`src/rtl/keypad_scanner_pkg.sv`:
```
// keypad_pkg: shared types and helpers for the 4x4 keypad scanner.
//   state_t    - scanner FSM states
//   key_code   - [row][col] position to 4-bit key code
//   onehot_low - active-low single-column drive pattern
//   KEY_NONE   - row pattern with no key pulling a line low
package keypad_pkg;

    typedef enum logic [1:0] {
        SCAN     = 2'd0,
        DEBOUNCE = 2'd1,
        PRESSED  = 2'd2
    } state_t;

    localparam logic [3:0] KEY_NONE = 4'b1111;

    // r0: 1 2 3 A | r1: 4 5 6 B | r2: 7 8 9 C | r3: * 0 # D  (* = E, # = F)
    function automatic logic [3:0] key_code(input logic [1:0] row_idx, input logic [1:0] col_idx);
        logic [3:0] code;
        case ({row_idx, col_idx})
            4'h0: code = 4'h1;
            4'h1: code = 4'h2;
            4'h2: code = 4'h3;
            4'h3: code = 4'hA;
            4'h4: code = 4'h4;
            4'h5: code = 4'h5;
            4'h6: code = 4'h6;
            4'h7: code = 4'hB;
            4'h8: code = 4'h7;
            4'h9: code = 4'h8;
            4'hA: code = 4'h9;
            4'hB: code = 4'hC;
            4'hC: code = 4'hE;
            4'hD: code = 4'h0;
            4'hE: code = 4'hF;
            default: code = 4'hD;
        endcase
        return code;
    endfunction

    function automatic logic [3:0] onehot_low(input logic [1:0] col);
        return ~(4'b0001 << col);
    endfunction

endpackage

```
`src/rtl/keypad_scanner_if.sv`:
```
// keypad_scanner_if: keypad matrix lines plus the key-event outputs.
//   scan_en    - enable scanning (0 releases all columns)
//   row_in     - raw active-low keypad rows (asynchronous)
//   col_out    - active-low column drive
//   user_digit - code of the last accepted key
//   user_latch - one-cycle strobe with each new user_digit
//   key_held   - high from accept until debounced release
interface keypad_scanner_if;
    logic       scan_en;
    logic [3:0] row_in;
    logic [3:0] col_out;
    logic [3:0] user_digit;
    logic       user_latch;
    logic       key_held;

    modport master (
        output scan_en, row_in,
        input  col_out, user_digit, user_latch, key_held
    );

    modport slave (
        input  scan_en, row_in,
        output col_out, user_digit, user_latch, key_held
    );
endinterface

```
`src/rtl/keypad_scanner_sync.sv`:
```
// sync_2ff: two-flop synchroniser with a reset value on both stages.
//   clk, reset - system clock, synchronous active-high reset
//   i_d        - asynchronous input bus
//   o_q        - synchronised output bus
module sync_2ff #(
    parameter int   W       = 4,
    parameter logic RST_VAL = 1'b1
) (
    input  logic         clk,
    input  logic         reset,
    input  logic [W-1:0] i_d,
    output logic [W-1:0] o_q
);
    logic [W-1:0] r_meta;
    logic [W-1:0] r_sync;

    always_ff @(posedge clk) begin
        if (reset) begin
            r_meta <= {W{RST_VAL}};
            r_sync <= {W{RST_VAL}};
        end else begin
            r_meta <= i_d;
            r_sync <= r_meta;
        end
    end

    assign o_q = r_sync;
endmodule

```
`src/rtl/keypad_scanner.sv`:
```
// keypad_scanner: scans a 4x4 active-low keypad, debounces press and release,
// and emits one user_digit/user_latch event per physical press.
//   clk, reset - system clock, synchronous active-high reset
//   kp         - keypad_scanner_if slave (scan_en, row_in, col_out,
//                user_digit, user_latch, key_held)
//
//   state    | meaning
//   SCAN     | drive one column for SCAN_DIV cycles, look for a single low row
//   DEBOUNCE | same column held, rows must match the captured pattern
//   PRESSED  | key accepted, wait for DEBOUNCE_CYCLES of all rows high
module keypad_scanner
    import keypad_pkg::*;
#(
    parameter int SCAN_DIV        = 50_000,
    parameter int DEBOUNCE_CYCLES = 500_000
) (
    input logic            clk,
    input logic            reset,
    keypad_scanner_if.slave kp
);
    localparam int DW = $clog2(SCAN_DIV);
    localparam int CW = $clog2(DEBOUNCE_CYCLES);
    localparam logic [DW-1:0] DWELL_LAST = DW'(SCAN_DIV - 1);
    localparam logic [CW-1:0] CNT_LAST   = CW'(DEBOUNCE_CYCLES - 1);

    state_t        r_state, w_state_nxt;
    logic [1:0]    r_col, w_col_nxt;
    logic [DW-1:0] r_dwell, w_dwell_nxt;
    logic [CW-1:0] r_cnt, w_cnt_nxt;
    logic [1:0]    r_row, w_row_nxt;
    logic [3:0]    r_pat, w_pat_nxt;
    logic [3:0]    r_digit, w_digit_nxt;
    logic          r_latch, w_latch_nxt;
    logic          r_idle, w_idle_nxt;

    logic [3:0]    w_rows_s;
    logic          w_one_low;
    logic [1:0]    w_low_idx;

    sync_2ff #(.W(4), .RST_VAL(1'b1)) u_row_sync (
        .clk   (clk),
        .reset (reset),
        .i_d   (kp.row_in),
        .o_q   (w_rows_s)
    );

    // Exactly one row low; two or more keys in a column are treated as no key.
    always_comb begin
        w_one_low = 1'b1;
        w_low_idx = 2'd0;
        case (w_rows_s)
            4'b1110: w_low_idx = 2'd0;
            4'b1101: w_low_idx = 2'd1;
            4'b1011: w_low_idx = 2'd2;
            4'b0111: w_low_idx = 2'd3;
            default: w_one_low = 1'b0;
        endcase
    end

    always_ff @(posedge clk) begin
        if (reset) begin
            r_state <= SCAN;
            r_col   <= 2'd0;
            r_dwell <= '0;
            r_cnt   <= '0;
            r_row   <= 2'd0;
            r_pat   <= KEY_NONE;
            r_digit <= 4'h0;
            r_latch <= 1'b0;
            r_idle  <= 1'b0;
        end else begin
            r_state <= w_state_nxt;
            r_col   <= w_col_nxt;
            r_dwell <= w_dwell_nxt;
            r_cnt   <= w_cnt_nxt;
            r_row   <= w_row_nxt;
            r_pat   <= w_pat_nxt;
            r_digit <= w_digit_nxt;
            r_latch <= w_latch_nxt;
            r_idle  <= w_idle_nxt;
        end
    end

    always_comb begin
        w_state_nxt = r_state;
        w_col_nxt   = r_col;
        w_dwell_nxt = r_dwell;
        w_cnt_nxt   = r_cnt;
        w_row_nxt   = r_row;
        w_pat_nxt   = r_pat;
        w_digit_nxt = r_digit;
        w_latch_nxt = 1'b0;
        w_idle_nxt  = 1'b0;

        if (!kp.scan_en) begin
            w_state_nxt = SCAN;
            w_col_nxt   = 2'd0;
            w_dwell_nxt = '0;
            w_cnt_nxt   = '0;
            w_idle_nxt  = 1'b1;
        end else if (r_idle) begin
            // Columns were released this cycle; hold the dwell at zero so
            // column 0 gets its full dwell once it is actually driven.
            w_dwell_nxt = '0;
        end else begin
            case (r_state)
                SCAN: begin
                    if (r_dwell == DWELL_LAST) begin
                        w_dwell_nxt = '0;
                        if (w_one_low) begin
                            w_row_nxt   = w_low_idx;
                            w_pat_nxt   = w_rows_s;
                            w_cnt_nxt   = '0;
                            w_state_nxt = DEBOUNCE;
                        end else begin
                            w_col_nxt = r_col + 2'd1;
                        end
                    end else begin
                        w_dwell_nxt = r_dwell + 1'b1;
                    end
                end
                DEBOUNCE: begin
                    if (w_rows_s != r_pat) begin
                        w_state_nxt = SCAN;
                        w_col_nxt   = r_col + 2'd1;
                        w_dwell_nxt = '0;
                        w_cnt_nxt   = '0;
                    end else if (r_cnt == CNT_LAST) begin
                        w_latch_nxt = 1'b1;
                        w_digit_nxt = key_code(r_row, r_col);
                        w_cnt_nxt   = '0;
                        w_state_nxt = PRESSED;
                    end else begin
                        w_cnt_nxt = r_cnt + 1'b1;
                    end
                end
                PRESSED: begin
                    if (w_rows_s == KEY_NONE) begin
                        if (r_cnt == CNT_LAST) begin
                            w_state_nxt = SCAN;
                            w_cnt_nxt   = '0;
                            w_dwell_nxt = '0;
                        end else begin
                            w_cnt_nxt = r_cnt + 1'b1;
                        end
                    end else begin
                        w_cnt_nxt = '0;
                    end
                end
                default: w_state_nxt = SCAN;
            endcase
        end
    end

    assign kp.col_out    = r_idle ? KEY_NONE : onehot_low(r_col);
    assign kp.user_digit = r_digit;
    assign kp.user_latch = r_latch;
    assign kp.key_held   = (r_state == PRESSED);

endmodule

```
`src/flat_wrapper.sv`:
```
// flat-port wrapper written by rule: the top's interface ports become plain ports
module keypad_scanner_flat import keypad_pkg::*;
#(
    parameter int SCAN_DIV        = 50_000,
    parameter int DEBOUNCE_CYCLES = 500_000
)
  (clk, reset, kp_scan_en, kp_row_in, kp_col_out, kp_user_digit, kp_user_latch, kp_key_held);
  keypad_scanner_if kp_i ();
  input logic clk;
  input logic reset;
  input wire logic [$bits(kp_i.scan_en)-1:0] kp_scan_en;
  input wire logic [$bits(kp_i.row_in)-1:0] kp_row_in;
  output wire logic [$bits(kp_i.col_out)-1:0] kp_col_out;
  output wire logic [$bits(kp_i.user_digit)-1:0] kp_user_digit;
  output wire logic [$bits(kp_i.user_latch)-1:0] kp_user_latch;
  output wire logic [$bits(kp_i.key_held)-1:0] kp_key_held;
  assign kp_i.scan_en = kp_scan_en;
  assign kp_i.row_in = kp_row_in;
  assign kp_col_out = kp_i.col_out;
  assign kp_user_digit = kp_i.user_digit;
  assign kp_user_latch = kp_i.user_latch;
  assign kp_key_held = kp_i.key_held;
  keypad_scanner #(.SCAN_DIV(SCAN_DIV), .DEBOUNCE_CYCLES(DEBOUNCE_CYCLES)) u_core (.clk(clk), .reset(reset), .kp(kp_i));
endmodule
```
`config.mk`:
```
export PLATFORM = sky130hd
export DESIGN_NAME = keypad_scanner_flat
export DESIGN_NICKNAME = d
export VERILOG_FILES = /design/src/rtl/keypad_scanner_pkg.sv /design/src/rtl/keypad_scanner_if.sv /design/src/rtl/keypad_scanner_sync.sv /design/src/rtl/keypad_scanner.sv /design/src/flat_wrapper.sv
export SDC_FILE = /design/constraint.sdc
export NUM_CORES = 1
export LEC_CHECK = 0
export BUFFER_PORTS_ARGS = -buffer_cell sky130_fd_sc_hd__clkbuf_2
export CORE_UTILIZATION = 55
export DETAILED_ROUTE_END_ITERATION = 6
export GPL_ROUTABILITY_DRIVEN = 0
export HOLD_SLACK_MARGIN = 0.02
export PLACE_DENSITY = 0.76
export SLEW_MARGIN = 20
export SYNTH_ARGS = -nofsm -noshare
export SYNTH_HDL_FRONTEND = slang
export SYNTH_HIERARCHICAL = 1
export SYNTH_SLANG_ARGS = --single-unit
```
`constraint.sdc`:
```
create_clock -name clk -period 2.62 [get_ports clk]
set_input_delay 0.786 -clock clk [delete_from_list [all_inputs] [get_ports clk]]
set_output_delay 0.786 -clock clk [all_outputs]
set_load 0.005 [all_outputs]
```
==> key figures <==
Power
  • Switching Share: 0.247
  • Tot Pwr: 1.82 mW
  • Internal power: ~1.4 mW
  • Power share of the combinational group: 0.037
  • Psw: about 0.45 mW
  • Clock share of power: 0.463
  • Sequential group share of total power: 0.500
  • VDD IR max: about 0.00032 V
  • Static Leak: about 1.3 nW
  • Power per cell area: approximately 500 nW/um2

Synth
  • Synth top cells by count: dfxtp_1 (59), nor2_1 (47), nand2_1 (30)
  • Synth area leaders: dfxtp_1 (37%), xnor2_1 (5.8%), nor2_1 (5.6%)
  • Yosys top cell area share: 0.374
  • Mapped Cells: 377
  • Cell with the most instances after synthesis: dfxtp_1
  • Simple-Gate Fraction of Synth Area: 0.277
  • Mapped Area: about 3200 um2
  • Seq/Total Area, Yosys: 0.374
  • Post-synth ARST share: 0
  • Mux contribution to synthesized area: 0.0285
  • Post-synth EDFFs: 0
  • Top FF cell, synth: dfxtp_1
  • Post-synthesis compound-gate area fraction: 0.174
  • Ys Warns: 6
  • Unique masters post-synth: 54
  • Adder-cell share of the synthesized area: 0.0476
  • Syn Nets: 396
  • Largest family of logic cells by synthesized area: simple AND/OR/NAND/NOR gates
  • Synth Area in XOR/XNOR: 0.0610
  • Register bit total from synthesis: around 60
  • Largest area contributor in the netlist: dfxtp_1
  • Mean Syn Cell Area: 8.37 um2

Worst setup path
  • CP Capture Type: register
  • Arrival time worst endpoint: around 2.7 ns
  • Data required, critical path: 2.85 ns
  • CP Launch Type: register
  • Crit-path max FO: 9
  • WS Path Type: reg -> reg

STA
  • Worst clock skew: 0.0103 ns
  • Slew Viols, Final: 0
  • Setup WS post-layout: 0.128 ns
  • Period utilization: 0.951
  • Hold Fails Final Rpt: 0
  • Slew Limit Headroom: 0.608
  • Post-route setup TNS: 0 ns
  • WHS: roughly 0.4 ns
  • Fmax: between 0.4 and 0.5 GHz
  • RSZ-0062 raised after global routing: false
  • Worst Tran Pin Value: approximately 0.59 ns
  • Setup-failing EPs final: 0
  • Tmin final: around 2.5 ns

Clock network
  • Post-CTS Hold Fix Bufs: 0
  • Clock Sinks: 59
  • Clk_lat worst skew: between 0.3 and 0.4 ns
  • Clock slew at reported path FFs: approximately 0.080 ns
  • H-Tree Depth: 3
  • Deepest clock path buffer count: 2
  • CTS tree: yes
  • CTS Root Cell: clkbuf_8
  • CTS Buf Count: 9

Drt
  • Top sig layer: met4
  • DRC errors left: 0
  • Final WL: between 6000 and 7000 um
  • DR WL met2: approximately 3100 um
  • DR WL met3: 293 um
  • Metal-1 WL: 3250 um
  • DRT Pass-1 Iters: 5
  • Routed wire per std cell: 14.1 um
  • Via-per-instance ratio: 5.91
  • Number of DRC markers in iteration 0: 130
  • Via count: ~2,800
  • Final ANT Viol Nets: 0

Placement
  • Placed cells: 464
  • IO Port Bufs: 16
  • Pre-CTS setup slack: approximately 0.082 ns
  • Area after DPL: about 3400 um2
  • Post-DP HPWL: around 4700 um

Global routing
  • GRT Total Usage: 0.237
  • Vias in the first global route: approximately 2,600
  • First-pass GRT wire length: approximately 11,000 um
  • Initial antenna violation count: 0
  • Grt total ovfl: 0
  • Pin count of the biggest net entering global routing: 21

Layout
  • Diodes inserted: 0
  • # nets final: roughly 420
  • Share of cells above drive strength 1: 0.156
  • Area delta synth->final: 16.1%
  • Post-layout util: 0.666
  • Fin cells: slightly below 500
  • Post-route cell area: 3670 um2

Min path
  • Worst Hold Class: reg -> reg

Flow run
  • MaxCap Viol Count: 0

Floorplan
  • Die W: 77.8 um
  • Die Ht: approximately 78 um
  • Die area: ~6000 um2
  • Core area: roughly 5500 um2
  • IO Count: 17
  • Row cnt: 27
  • Effective utilization at floorplan: 0.573

Outcome
  • Status: complete, no violations
-- path summary, 6_finish.rpt --
check | from | endpoint | slack, ns | cells past startpoint
min | u_core/u_row_sync/r_meta[1] | u_core/u_row_sync/o_q[1] | 0.41 | 1
max | u_core/r_cnt[8] | u_core/r_dwell[4] | 0.13 | 6
min reg2reg | u_core/u_row_sync/r_meta[1] | u_core/u_row_sync/o_q[1] | 0.41 | 1
max reg2reg | u_core/r_cnt[8] | u_core/r_dwell[4] | 0.13 | 6
-- cells by family (layout without fill, tap and decap cells) --
| group | after synthesis | count (layout) |
|---|---|---|
| multiplexers | 9 | 9 |
| AO/OA/AOI/OAI | 82 | 82 |
| buffers and inverters | 32 | 64 |
| AND/OR/NAND/NOR | 161 | 162 |
| adder cells (fa/ha/maj) | 12 | 12 |
| flip-flops | 59 | 59 |
| XOR/XNOR | 22 | 22 |
-- critical path, stage by stage, from the launching register on --
cell and delay, ns:
dfxtp_1 0.38, or4b_1 0.44, or4_4 0.51, o31a_1 0.31, o31a_1 0.39, o21ai_0 0.24
o31ai_1 0.10
-- flip-flops by register name, summed over array words and instances (netlist names) --
signal / flops
u_core/r_cnt: 19
u_core/r_dwell: 16
u_core/kp.user_digit: 4
u_core/r_pat: 4
u_core/u_row_sync/o_q: 4
u_core/u_row_sync/r_meta: 4
u_core/r_col: 2
u_core/r_row: 2
u_core/r_state: 2
u_core/kp.user_latch: 1
u_core/r_idle: 1
-- cell usage in the layout (no fill, tap or decap), types with 15 or more instances in the layout --
cell and instances:
nand2_1 30, clkbuf_2 16, nand4_1 15, dfxtp_1 59, a21oi_1 15, buf_4 17, nand3_1 15, o21ai_0 20
xnor2_1 21, nor2_1 46
-- repair_timing --
| item | 4_1_cts | 5_1_grt |
|---|---|---|
| buffers inserted | 0 | 1 |
| setup endpoints to repair | 0 | 18 |
| gates resized for setup | 0 | 9 |
-- power by group through the flow --
stage	registers [mW]	clock network (mW)	logic, mW
after global routing	0.913	0.896	0.0749
after CTS	0.912	0.852	0.0659
after floorplan	0.927	0	0.0464
after global placement	0.933	0	0.0647
after detailed placement	0.933	0	0.0659
final	0.912	0.844	0.0674
-- area by class of cell --
class                   count  area (um2)
clock buffers               9         124
multi-input cells         287        1900
repair buffers             35         248
fillers                   482        1840
well taps                  72        90.1
flip-flops and latches     59        1180
inverters                  13        48.8
clock inverters             7        78.8
-- per-layer routing --
metal / up-vias / global-route usage
met1: 1329 / 0.300
met2: 78 / 0.387
li1: 1425 / -
met3: 15 / 0.0424
met4: 0 / 0.117
met5: - / 0
No activity file was read; power rests on OpenSTA's default activity.
